<file path="config.mk">
export PLATFORM = sky130hd
export DESIGN_NAME = calc_sequencer_flat
export DESIGN_NICKNAME = d
export VERILOG_FILES = /design/src/rtl/calc_sequencer_if.sv /design/src/rtl/calc_sequencer.sv /design/src/flat_wrapper.sv
export SDC_FILE = /design/constraint.sdc
export NUM_CORES = 1
export LEC_CHECK = 0
export BUFFER_PORTS_ARGS = -buffer_cell sky130_fd_sc_hd__buf_2
export CORE_MARGIN = 3
export CORE_UTILIZATION = 25
export CTS_CLUSTER_DIAMETER = 60
export DETAILED_ROUTE_END_ITERATION = 8
export HOLD_SLACK_MARGIN = 0.05
export PLACE_DENSITY = 0.42
export SLEW_MARGIN = 15
export SYNTH_ARGS = -nofsm -noshare
export SYNTH_HDL_FRONTEND = slang
export SYNTH_SLANG_ARGS = --single-unit
export TNS_END_PERCENT = 1
</file>
<file path="constraint.sdc">
create_clock -name clk -period 5.5 [get_ports clk]
set_clock_uncertainty 0.1 [all_clocks]
set_input_delay 0.55 -clock clk [delete_from_list [all_inputs] [get_ports clk]]
set_output_delay 0.55 -clock clk [all_outputs]
set_load 0.02 [all_outputs]
</file>
<file path="src/rtl/calc_sequencer_if.sv">
// ============================================================================
//  Module      : calc_sequencer_if
//  Description : Button, ALU handshake and status bundle for calc_sequencer.
//                slave  = sequencer side, master = board/ALU side.
//  Revision    : 1.0  initial release
// ============================================================================
`default_nettype none
`timescale 1ns/1ps

interface calc_sequencer_if;
    logic       btnLoadA;
    logic       btnLoadB;
    logic       btnExec;
    logic [1:0] op_in;
    logic       alu_done;
    logic       loadA;
    logic       loadB;
    logic [1:0] alu_op;
    logic       alu_start;
    logic       result_valid;
    logic       busy;
    logic       err;
    logic       chainA;
    logic [2:0] state_dbg;

    modport slave (
        input  btnLoadA, btnLoadB, btnExec, op_in, alu_done,
        output loadA, loadB, alu_op, alu_start, result_valid, busy, err, chainA, state_dbg
    );

    modport master (
        output btnLoadA, btnLoadB, btnExec, op_in, alu_done,
        input  loadA, loadB, alu_op, alu_start, result_valid, busy, err, chainA, state_dbg
    );
endinterface

`default_nettype wire

</file>
<file path="src/rtl/calc_sequencer.sv">
// ============================================================================
//  Module      : calc_sequencer
//  Description : Calculator control FSM. Debounces LoadA/LoadB/Exec buttons,
//                pulses operand load enables and runs one ALU op through a
//                start/done handshake with a timeout to ERR.
//                Optional macro CALC_CHAIN_EN: Exec in DONE pulses chainA
//                (A <= result) instead of re-issuing.
//  Revision    : 1.0  initial release
// ============================================================================
`default_nettype none
`timescale 1ns/1ps

module calc_sequencer #(
    parameter logic [15:0] DEBOUNCE_CYCLES = 16'd50000,
    parameter logic [15:0] TIMEOUT_CYCLES  = 16'd64
) (
    input  logic            clk,
    input  logic            rst,        // asynchronous, active-low
    calc_sequencer_if.slave bus
);

    typedef enum logic [2:0] {
        S_IDLE  = 3'd0,
        S_ISSUE = 3'd1,
        S_WAIT  = 3'd2,
        S_DONE  = 3'd3,
        S_ERR   = 3'd4
    } state_t;

    // Button index order: 0 = LoadA, 1 = LoadB, 2 = Exec
    logic [2:0] w_raw;
    logic [2:0] w_pulse;

    assign w_raw = {bus.btnExec, bus.btnLoadB, bus.btnLoadA};

    for (genvar gi = 0; gi < 3; gi++) begin : g_btn
        logic        sync1_q;
        logic        sync2_q;
        logic        level_q;
        logic        pulse_q;
        logic [15:0] cnt_q;

        // Synchronize, then accept a new level only after it has been stable long enough;
        // a rising accepted level yields a one-cycle pulse.
        always_ff @(posedge clk or negedge rst) begin
            if (!rst) begin
                sync1_q <= 1'b0;
                sync2_q <= 1'b0;
                level_q <= 1'b0;
                pulse_q <= 1'b0;
                cnt_q   <= 16'd0;
            end else begin
                sync1_q <= w_raw[gi];
                sync2_q <= sync1_q;
                pulse_q <= 1'b0;
                if (sync2_q == level_q) begin
                    cnt_q <= 16'd0;
                end else if (cnt_q == DEBOUNCE_CYCLES - 16'd1) begin
                    level_q <= sync2_q;
                    pulse_q <= sync2_q;
                    cnt_q   <= 16'd0;
                end else begin
                    cnt_q <= cnt_q + 16'd1;
                end
            end
        end

        assign w_pulse[gi] = pulse_q;
    end

    logic w_pa;
    logic w_pb;
    logic w_px;

    assign w_pa = w_pulse[0];
    assign w_pb = w_pulse[1];
    assign w_px = w_pulse[2];

    state_t      state_q;
    logic        a_ok_q;
    logic        b_ok_q;
    logic [15:0] tmo_q;
    logic        loadA_q;
    logic        loadB_q;
    logic [1:0]  alu_op_q;
    logic        alu_start_q;
    logic        result_valid_q;
    logic        busy_q;
    logic        err_q;
`ifdef CALC_CHAIN_EN
    logic        chainA_q;
`endif

    // Sequencer FSM with registered Moore outputs; pulses default low every cycle.
    always_ff @(posedge clk or negedge rst) begin
        if (!rst) begin
            state_q        <= S_IDLE;
            a_ok_q         <= 1'b0;
            b_ok_q         <= 1'b0;
            tmo_q          <= 16'd0;
            loadA_q        <= 1'b0;
            loadB_q        <= 1'b0;
            alu_op_q       <= 2'b00;
            alu_start_q    <= 1'b0;
            result_valid_q <= 1'b0;
            busy_q         <= 1'b0;
            err_q          <= 1'b0;
`ifdef CALC_CHAIN_EN
            chainA_q       <= 1'b0;
`endif
        end else begin
            loadA_q     <= 1'b0;
            loadB_q     <= 1'b0;
            alu_start_q <= 1'b0;
`ifdef CALC_CHAIN_EN
            chainA_q    <= 1'b0;
`endif
            case (state_q)
                S_IDLE, S_DONE: begin
                    // Loads take priority; a coincident Exec is dropped.
                    if (w_pa || w_pb) begin
                        loadA_q        <= w_pa;
                        loadB_q        <= w_pb;
                        if (w_pa) a_ok_q <= 1'b1;
                        if (w_pb) b_ok_q <= 1'b1;
                        result_valid_q <= 1'b0;
                        state_q        <= S_IDLE;
                    end
`ifdef CALC_CHAIN_EN
                    else if (w_px && (state_q == S_DONE)) begin
                        chainA_q       <= 1'b1;
                        result_valid_q <= 1'b0;
                        state_q        <= S_IDLE;
                    end
`endif
                    else if (w_px && a_ok_q && b_ok_q) begin
                        alu_start_q    <= 1'b1;
                        alu_op_q       <= bus.op_in;
                        busy_q         <= 1'b1;
                        result_valid_q <= 1'b0;
                        tmo_q          <= 16'd0;
                        state_q        <= S_ISSUE;
                    end
                end
                S_ISSUE: begin
                    tmo_q   <= 16'd0;
                    state_q <= S_WAIT;
                end
                S_WAIT: begin
                    // Done on the terminal count still completes normally.
                    if (bus.alu_done) begin
                        busy_q         <= 1'b0;
                        result_valid_q <= 1'b1;
                        state_q        <= S_DONE;
                    end else if (tmo_q == TIMEOUT_CYCLES - 16'd1) begin
                        busy_q  <= 1'b0;
                        err_q   <= 1'b1;
                        state_q <= S_ERR;
                    end else begin
                        tmo_q <= tmo_q + 16'd1;
                    end
                end
                S_ERR: begin
                    // Only Exec recovers; operands must be reloaded afterwards.
                    if (w_px) begin
                        err_q   <= 1'b0;
                        a_ok_q  <= 1'b0;
                        b_ok_q  <= 1'b0;
                        state_q <= S_IDLE;
                    end
                end
                default: begin
                    busy_q  <= 1'b0;
                    err_q   <= 1'b0;
                    state_q <= S_IDLE;
                end
            endcase
        end
    end

    assign bus.loadA        = loadA_q;
    assign bus.loadB        = loadB_q;
    assign bus.alu_op       = alu_op_q;
    assign bus.alu_start    = alu_start_q;
    assign bus.result_valid = result_valid_q;
    assign bus.busy         = busy_q;
    assign bus.err          = err_q;
    assign bus.state_dbg    = state_q;
`ifdef CALC_CHAIN_EN
    assign bus.chainA       = chainA_q;
`else
    assign bus.chainA       = 1'b0;
`endif

endmodule

`default_nettype wire

</file>
<file path="src/flat_wrapper.sv">
// flat-port wrapper written by rule: the top's interface ports become plain ports
module calc_sequencer_flat 
#(
    parameter logic [15:0] DEBOUNCE_CYCLES = 16'd50000,
    parameter logic [15:0] TIMEOUT_CYCLES  = 16'd64
)
  (clk, rst, bus_btnLoadA, bus_btnLoadB, bus_btnExec, bus_op_in, bus_alu_done, bus_loadA, bus_loadB, bus_alu_op, bus_alu_start, bus_result_valid, bus_busy, bus_err, bus_chainA, bus_state_dbg);
  calc_sequencer_if bus_i ();
  input  logic clk;
  input  logic rst;
  input wire logic [$bits(bus_i.btnLoadA)-1:0] bus_btnLoadA;
  input wire logic [$bits(bus_i.btnLoadB)-1:0] bus_btnLoadB;
  input wire logic [$bits(bus_i.btnExec)-1:0] bus_btnExec;
  input wire logic [$bits(bus_i.op_in)-1:0] bus_op_in;
  input wire logic [$bits(bus_i.alu_done)-1:0] bus_alu_done;
  output wire logic [$bits(bus_i.loadA)-1:0] bus_loadA;
  output wire logic [$bits(bus_i.loadB)-1:0] bus_loadB;
  output wire logic [$bits(bus_i.alu_op)-1:0] bus_alu_op;
  output wire logic [$bits(bus_i.alu_start)-1:0] bus_alu_start;
  output wire logic [$bits(bus_i.result_valid)-1:0] bus_result_valid;
  output wire logic [$bits(bus_i.busy)-1:0] bus_busy;
  output wire logic [$bits(bus_i.err)-1:0] bus_err;
  output wire logic [$bits(bus_i.chainA)-1:0] bus_chainA;
  output wire logic [$bits(bus_i.state_dbg)-1:0] bus_state_dbg;
  assign bus_i.btnLoadA = bus_btnLoadA;
  assign bus_i.btnLoadB = bus_btnLoadB;
  assign bus_i.btnExec = bus_btnExec;
  assign bus_i.op_in = bus_op_in;
  assign bus_i.alu_done = bus_alu_done;
  assign bus_loadA = bus_i.loadA;
  assign bus_loadB = bus_i.loadB;
  assign bus_alu_op = bus_i.alu_op;
  assign bus_alu_start = bus_i.alu_start;
  assign bus_result_valid = bus_i.result_valid;
  assign bus_busy = bus_i.busy;
  assign bus_err = bus_i.err;
  assign bus_chainA = bus_i.chainA;
  assign bus_state_dbg = bus_i.state_dbg;
  calc_sequencer #(.DEBOUNCE_CYCLES(DEBOUNCE_CYCLES), .TIMEOUT_CYCLES(TIMEOUT_CYCLES)) u_core (.clk(clk), .rst(rst), .bus(bus_i));
endmodule
</file>
==> results of run 1 <==
critical path, delay by kind of cell (launching register included):
kind                      cells  cell delay, ns
and+or+nand+nor               2            0.64
xor gates and xnor gates      1            0.21
DFF                           1            0.58
AOI/OAI and AO/OA             2            0.52
metal layers:
metal	up-vias	routed length (µm)	share of wire	GRT usage
met1	1450	4190	0.48	0.136
met5	-	0	0	0
li1	1497	-	-	-
met3	11	396	0.045	0.0353
met4	0	167	0.019	0.0437
met2	38	4010	0.46	0.158
kinds of logic (layout without fill, tap and decap cells):
kind of cell / after synthesis / count (layout) / share of synthesized area
mux: 6 / 6 / 0.0156
fa+ha+maj: 4 / 4 / 0.0117
simple gates: 214 / 214 / 0.252
other cells: 1 / 1 / 0.000880
xor+xnor: 53 / 53 / 0.111
buf+inv: 22 / 48 / 0.0232
flops: 89 / 89 / 0.523
compound gates: 35 / 35 / 0.0628
layout by cell type (no fill, tap or decap), types with 5 or more instances in the layout:
cell type and instances:
mux2_2 5, nand4_1 10, inv_1 13, xor2_1 17, xnor2_1 35, a21oi_1 10, and3_1 18, dfrtp_1 89
nor3_1 21, nand3_1 19, nor2_1 74, nand2_1 34, buf_2 17, clkbuf_16 9, o21ai_0 8
per-stage QoR:
| stage | power [mW] | utilization | cells |
|---|---|---|---|
| 5_1_grt | 1.39 | 0.294 | 670 |
| 4_1_cts | 1.36 | 0.294 | 670 |
| 3_5_place_dp | 0.716 | 0.276 | 654 |
| 2_1_floorplan | 0.694 | - | 424 |
| 6_report | 1.34 | 0.294 | 670 |
| 3_3_place_gp | 0.716 | 0.276 | 654 |
final cells by class:
cell class	instances	area (µm²)
clock buffer	11	243
clock inverter	5	62.6
fill	1709	11800
inverter	13	48.8
multi-input combinational	313	1930
sequential	89	2230
tap	220	275
timing repair buffer	19	100
sequential cells by signal, summed over array words and instances (netlist names), 2 cells and up:
name / cells
u_core.bus.alu_op: 2
u_core.bus.state_dbg: 3
u_core.tmo_q: 16
u_core.g_btn.sync2_q: 3
u_core.g_btn.sync1_q: 3
u_core.g_btn.level_q: 3
u_core.g_btn.pulse_q: 3
u_core.g_btn.cnt_q: 48
power breakdown:
part / switching, mW / leakage [nW] / internal (mW)
sequential: 0.00720 / 1.20 / 0.662
clock: 0.267 / 0.143 / 0.368
combinational: 0.0235 / 0.766 / 0.00864
final timing paths:
kind                                              start                       end  slack [ns]
worst max-delay path            u_core.bus.state_dbg[1]           u_core.tmo_q[6]        3.35
worst min-delay path                                rst  u_core.g_btn[0].cnt_q[6]        0.09
worst max register to register  u_core.bus.state_dbg[1]           u_core.tmo_q[6]        3.35
worst min register to register  u_core.g_btn[0].sync1_q   u_core.g_btn[0].sync2_q        0.26
max in group asynchronous                           rst  u_core.g_btn[2].cnt_q[0]        4.19
min in group clk                           bus_btnLoadA   u_core.g_btn[0].sync1_q        0.21
==> flow_metrics.env, run 1 <==
export IMPL_track_usage=0.104
export IMPL_nets=457
export IMPL_yosysMostFrequentCell="dfrtp_1"
export IMPL_hold_path_class="in2async"
export IMPL_fmax_mhz=465
export IMPL_cellPowerDensity_nw_per_um2=273
export IMPL_antenna_found_initial=0
export IMPL_finalSetupViolations=0
export IMPL_syn_inst=424
export IMPL_htreeDepth=3
export IMPL_via_per_inst=4.47
export IMPL_area_delta_synth_final_pct=14.8
export IMPL_yosysTopAreaCell="dfrtp_1"
export IMPL_ys_ff_latch=89
export IMPL_drt_iter0_drc=152
export IMPL_root_buffer="clkbuf_16"
export IMPL_rsz0062_at_grt="no"
export IMPL_drt_pass1_iterations=5
export IMPL_vias=2996
export IMPL_finalMaxSlewViolations=0
export IMPL_dieArea_um2=18600
export IMPL_seq_area_frac_synth=0.523
export IMPL_grt_ovfl_total=0
export IMPL_cp_required_ns=5.64
export IMPL_cts_resized=0
export IMPL_fin_setup_tns_ns=0
export IMPL_cts_made_buffers=9
export IMPL_slowest_delay_ns=0.58
export IMPL_dpl_hpwl_mm=6.19
export IMPL_leakage_nw=2.11
export IMPL_drive_gt1_frac=0.116
export IMPL_max_cap_viol_count=0
export IMPL_rr_worst_depth=5
export IMPL_synthArstFlopShare=1.00
export IMPL_worst_slew_pin_slew_ns=0.705
export IMPL_finalHoldWorstSlack_ns=0.0887
export IMPL_clk_path_buf_depth=2
export IMPL_die_h_um=137
export IMPL_cp_slowest_cell="dfrtp_1"
export IMPL_cts_post_setup_buffers_inserted=0
export IMPL_crit_chain="xnor2_2 > o21a_4 > or2_1 > or2_4 > a2111oi_4"
export IMPL_criticalPathCategory="reg2reg"
export IMPL_core_um2=16600
export IMPL_ys_top_cells_by_count="dfrtp_1 (89), nor2_1 (74), xnor2_1 (35), nand2_1 (34), nor3_1 (21)"
export IMPL_post_route_period_util=0.391
export IMPL_io_pins=20
export IMPL_outcome="complete, no violations"
export IMPL_cts_sinks=89
export IMPL_worstPathMaxFanout=13
export IMPL_die_w_um=137
export IMPL_grt_pass1_vias=3097
export IMPL_cts_hold_buf=0
export IMPL_period_needed_ns=2.15
export IMPL_synth_edf_count=0
export IMPL_synth_warning_count=0
export IMPL_cp_arrival_ns=2.29
export IMPL_cp_end_kind="flop"
export IMPL_place_gp_congestion=0.797
export IMPL_hold_viol_final=0
export IMPL_num_rows=47
export IMPL_start_kind="flop"
export IMPL_finalWorstSetupSlack_ns=3.35
export IMPL_diodes=0
export IMPL_ys_types=55
export IMPL_portBuffers=18
export IMPL_clkTransAtPathRegs_ns=0.07
export IMPL_clk_latency_ns=0.35
export IMPL_postLayoutCellArea_um2=4890
export IMPL_ir_drop_mv=0.139
export IMPL_synth_nets=436
export IMPL_cts_tree="built"
export IMPL_dpl_cell_area_um2=4590
export IMPL_synth_top_area_frac=0.523
export IMPL_routedWlPerCell_um=13.1
export IMPL_synthesis_area_um2=4260
export IMPL_drc=0
export IMPL_grt_max_degree=50
export IMPL_synth_area_leaders="dfrtp_1 (52%), xnor2_1 (7.2%), nor2_1 (6.5%)"
export IMPL_initial_core_util=0.256
export IMPL_max_slew_margin_rel=0.528
export IMPL_synthFlopType="dfrtp_1"
export IMPL_grt_pass1_wl_mm=15.3
export IMPL_avgSynthCellArea_um2=10.0
export IMPL_post_place_ws_ns=3.37
export IMPL_wl_mm=8.76
export IMPL_ant_nets=0
No activity file was read; power rests on OpenSTA's default activity.
==> run 2, diff against run 1 <==
--- a/config.mk
+++ b/config.mk
@@ -5,13 +5,14 @@
 export SDC_FILE = /design/constraint.sdc
 export NUM_CORES = 1
 export LEC_CHECK = 0
+export ABC_AREA = 1
 export BUFFER_PORTS_ARGS = -buffer_cell sky130_fd_sc_hd__buf_2
 export CORE_MARGIN = 3
 export CORE_UTILIZATION = 25
 export CTS_CLUSTER_DIAMETER = 60
 export DETAILED_ROUTE_END_ITERATION = 8
 export HOLD_SLACK_MARGIN = 0.05
-export PLACE_DENSITY = 0.42
+export PLACE_DENSITY = 0.43
 export SLEW_MARGIN = 15
 export SYNTH_ARGS = -nofsm -noshare
 export SYNTH_HDL_FRONTEND = slang
==> constraint.sdc (replaced) <==
create_clock -name clk -period 1.9 [get_ports clk]
set_clock_uncertainty 0.1 [all_clocks]
set_input_delay 0.19 -clock clk [delete_from_list [all_inputs] [get_ports clk]]
set_output_delay 0.19 -clock clk [all_outputs]
set_load 0.02 [all_outputs]
==> run 2 against run 1 <==
Global-route usage is 0.49 points higher. Largest cell class unchanged. Synthesized cell count is 43% higher. Worst hold slack better by 0.031 ns. Area after synthesis is 9.3% higher. Non-clock buffer count is 21 higher. Count of clock-buffer cells in the layout is 1 lower. Critical path type unchanged. Critical endpoint is now u_core.g_btn[0].cnt_q[13]. First-iteration DRC count is 73% higher.
==> flow_metrics.env, run 2 <==
export IMPL_num_rows=49
export IMPL_max_cap_viol_count=0
export IMPL_outcome="complete, no violations"
export IMPL_avgSynthCellArea_um2=7.66
export IMPL_cp_num_buf_inv=1
export IMPL_vias=3886
export IMPL_dpl_hpwl_mm=7.73
export IMPL_cp_required_ns=2.03
export IMPL_period_needed_ns=1.73
export IMPL_drt_iter0_drc=263
export IMPL_die_w_um=142
export IMPL_clk_path_buf_depth=2
export IMPL_fin_cells=886
export IMPL_cts_tree="built"
export IMPL_diodes=0
export IMPL_grtUsageMet3=0.0205
export IMPL_postLayoutCellArea_um2=5480
export IMPL_finalHoldWorstSlack_ns=0.120
export IMPL_fmax_mhz=577
export IMPL_drc=0
export IMPL_crit_family="simple AND/OR/NAND/NOR gates"
export IMPL_cp_end_kind="flop"
export IMPL_root_buffer="clkbuf_16"
export IMPL_place_gp_congestion=0.827
export IMPL_yosysMostFrequentCell="nand2_1"
export IMPL_rsz0062_at_grt="no"
export IMPL_met2_usage=0.172
export IMPL_drive_gt1_frac=0.108
export IMPL_synth_nets=620
export IMPL_layout_commonest_cell="nand2_1"
export IMPL_crit_chain="ha_1 > nand3_1 > nor3_1 > nand2_1 > nand2_1 > inv_1 > nand2_1 > nor2_1"
export IMPL_antenna_found_initial=0
export IMPL_ir_drop_mv=0.487
export IMPL_worstPathMaxFanout=4
export IMPL_ant_nets=0
export IMPL_core_um2=18100
export IMPL_grt_max_degree=33
export IMPL_cts_sinks=89
export IMPL_slowest_delay_ns=0.37
export IMPL_io_pins=20
export IMPL_ys_top_cells_by_count="nand2_1 (135), nor2_1 (107), dfrtp_1 (89), inv_1 (81), nand3_1 (51)"
export IMPL_final_cell_mix="nand2_1 (135), nor2_1 (106), dfrtp_1 (89)"
export IMPL_fin_setup_tns_ns=0
export IMPL_synth_warning_count=0
export IMPL_regMostFlops="u_core.g_btn.cnt_q"
export IMPL_synthFlopType="dfrtp_1"
export IMPL_synth_edf_count=0
export IMPL_cellPowerDensity_nw_per_um2=927
export IMPL_clkTransAtPathRegs_ns=0.07
export IMPL_cp_slowest_cell="dfrtp_1"
export IMPL_seq_area_frac_synth=0.478
export IMPL_post_route_period_util=0.912
export IMPL_die_h_um=142
export IMPL_start_kind="flop"
export IMPL_routedWlPerCell_um=11.5
export IMPL_grt_pass1_vias=3854
export IMPL_htreeDepth=3
export IMPL_portBuffers=18
export IMPL_ys_types=31
export IMPL_use_met1=0.149
export IMPL_nets=665
export IMPL_synth_top_area_frac=0.478
export IMPL_cts_made_buffers=9
export IMPL_via_per_inst=4.39
export IMPL_finalMaxSlewViolations=0
export IMPL_area_delta_synth_final_pct=17.8
export IMPL_cpMostUsedCell="nand2_1"
export IMPL_grt_most_used_layer="met2"
export IMPL_placedCellCount=865
export IMPL_grt_ovfl_total=0
export IMPL_dpl_cell_area_um2=5120
export IMPL_ys_ff_latch=89
export IMPL_dieArea_um2=20300
export IMPL_leakage_nw=2.53
export IMPL_syn_inst=608
export IMPL_yosysTopAreaCell="dfrtp_1"
export IMPL_hold_path_class="in2reg"
export IMPL_synthArstFlopShare=1.00
export IMPL_synthesis_area_um2=4660
export IMPL_initial_core_util=0.257
export IMPL_clk_latency_ns=0.34
export IMPL_drt_pass1_iterations=4
export IMPL_cp_arrival_ns=1.87
export IMPL_top_regs="u_core.g_btn.cnt_q x48, u_core.tmo_q x16"
export IMPL_wl_mm=10.2
export IMPL_track_usage=0.109
export IMPL_hold_viol_final=0
export IMPL_criticalPathCategory="reg2reg"
export IMPL_largest_register_ffs=48
export IMPL_finalSetupViolations=0
export IMPL_synth_area_leaders="dfrtp_1 (48%), nand2_1 (11%), nor2_1 (8.6%)"
export IMPL_nFillCells=1957
export IMPL_grt_pass1_wl_mm=18.1
## run 2: changes by cell type after synthesis, moves of 15 or more
cell / previous run / this run
and3_1: 18 / 3
inv_1: 13 / 81
nand2_1: 34 / 135
nand3_1: 19 / 51
nor2_1: 74 / 107
xnor2_1: 35 / 4
## run 2: cell families (layout without fill, tap and decap cells)
logic type               Yosys count  count (layout)  synth area share
adder cells (fa/ha/maj)            4               4            0.0108
buffers and inverters             92             141            0.0787
other                              1               1          0.000805
XOR/XNOR                          20              20            0.0376
AND/OR/NAND/NOR                  358             358             0.338
flip-flops                        89              89             0.478
AO/OA/AOI/OAI                     44              44            0.0554
## run 2: final cells by class
type / instances / area, µm² / share of cell area
clock buffer: 10 / 229 / 0.0418
clock inverter: 5 / 57.6 / 0.0105
inverter: 86 / 323 / 0.0589
multi-input combinational: 427 / 2080 / 0.379
sequential: 89 / 2230 / 0.406
tap: 229 / 287 / 0.0522
timing repair buffer: 40 / 285 / 0.0520
## run 2: power by group
part	internal (mW)	switching, mW
clock network	1.01	0.765
logic	0.345	0.869
registers	1.99	0.102
## run 2: worst register-to-register path, stage by stage (launching register included)
cell	delay, ns
dfrtp_1	0.37
ha_1	0.22
nand3_1	0.11
nor3_1	0.33
nand2_1	0.12
nand2_1	0.14
inv_1	0.11
nand2_1	0.08
nor2_1	0.04
## run 2: what timing repair did
| action | in CTS | in global routing |
|---|---|---|
| resized for setup | 0 | 3 |
| hold endpoints to repair | 94 | 0 |
| setup buffers | 0 | 0 |
| hold buffers | 6 | 0 |
| endpoints found under the setup margin | 0 | 13 |
## run 2: path summary, 6_finish.rpt
path | from | to | slack [ns] | depth (start not counted)
setup / recovery | u_core.g_btn[0].cnt_q[0] | u_core.g_btn[0].cnt_q[13] | 0.17 | 8
hold / removal | bus_alu_done | u_core.tmo_q[0] | 0.12 | 4
setup reg to reg | u_core.g_btn[0].cnt_q[0] | u_core.g_btn[0].cnt_q[13] | 0.17 | 8
hold reg to reg | u_core.g_btn[2].sync1_q | u_core.g_btn[2].sync2_q | 0.25 | 0
max in group asynchronous | rst | u_core.g_btn[1].cnt_q[11] | 0.94 | 3
min in group asynchronous | rst | u_core.g_btn[2].cnt_q[8] | 0.19 | 2
## run 2: per-stage QoR
step	power (mW)	setup WS [ns]	util
global placement	3.30	0.110	0.282
floorplan	3.02	0.346	-
detailed placement	3.31	0.0832	0.282
finish	5.08	0.167	0.302
CTS	5.14	0.0692	0.301
global route	5.43	0.0215	0.302
## run 2: layer usage
layer  up-vias  wire [µm]
met5         -          0
met4         0        148
met3         9        325
li1       2018          -
met1      1807       5050
met2        52       4670
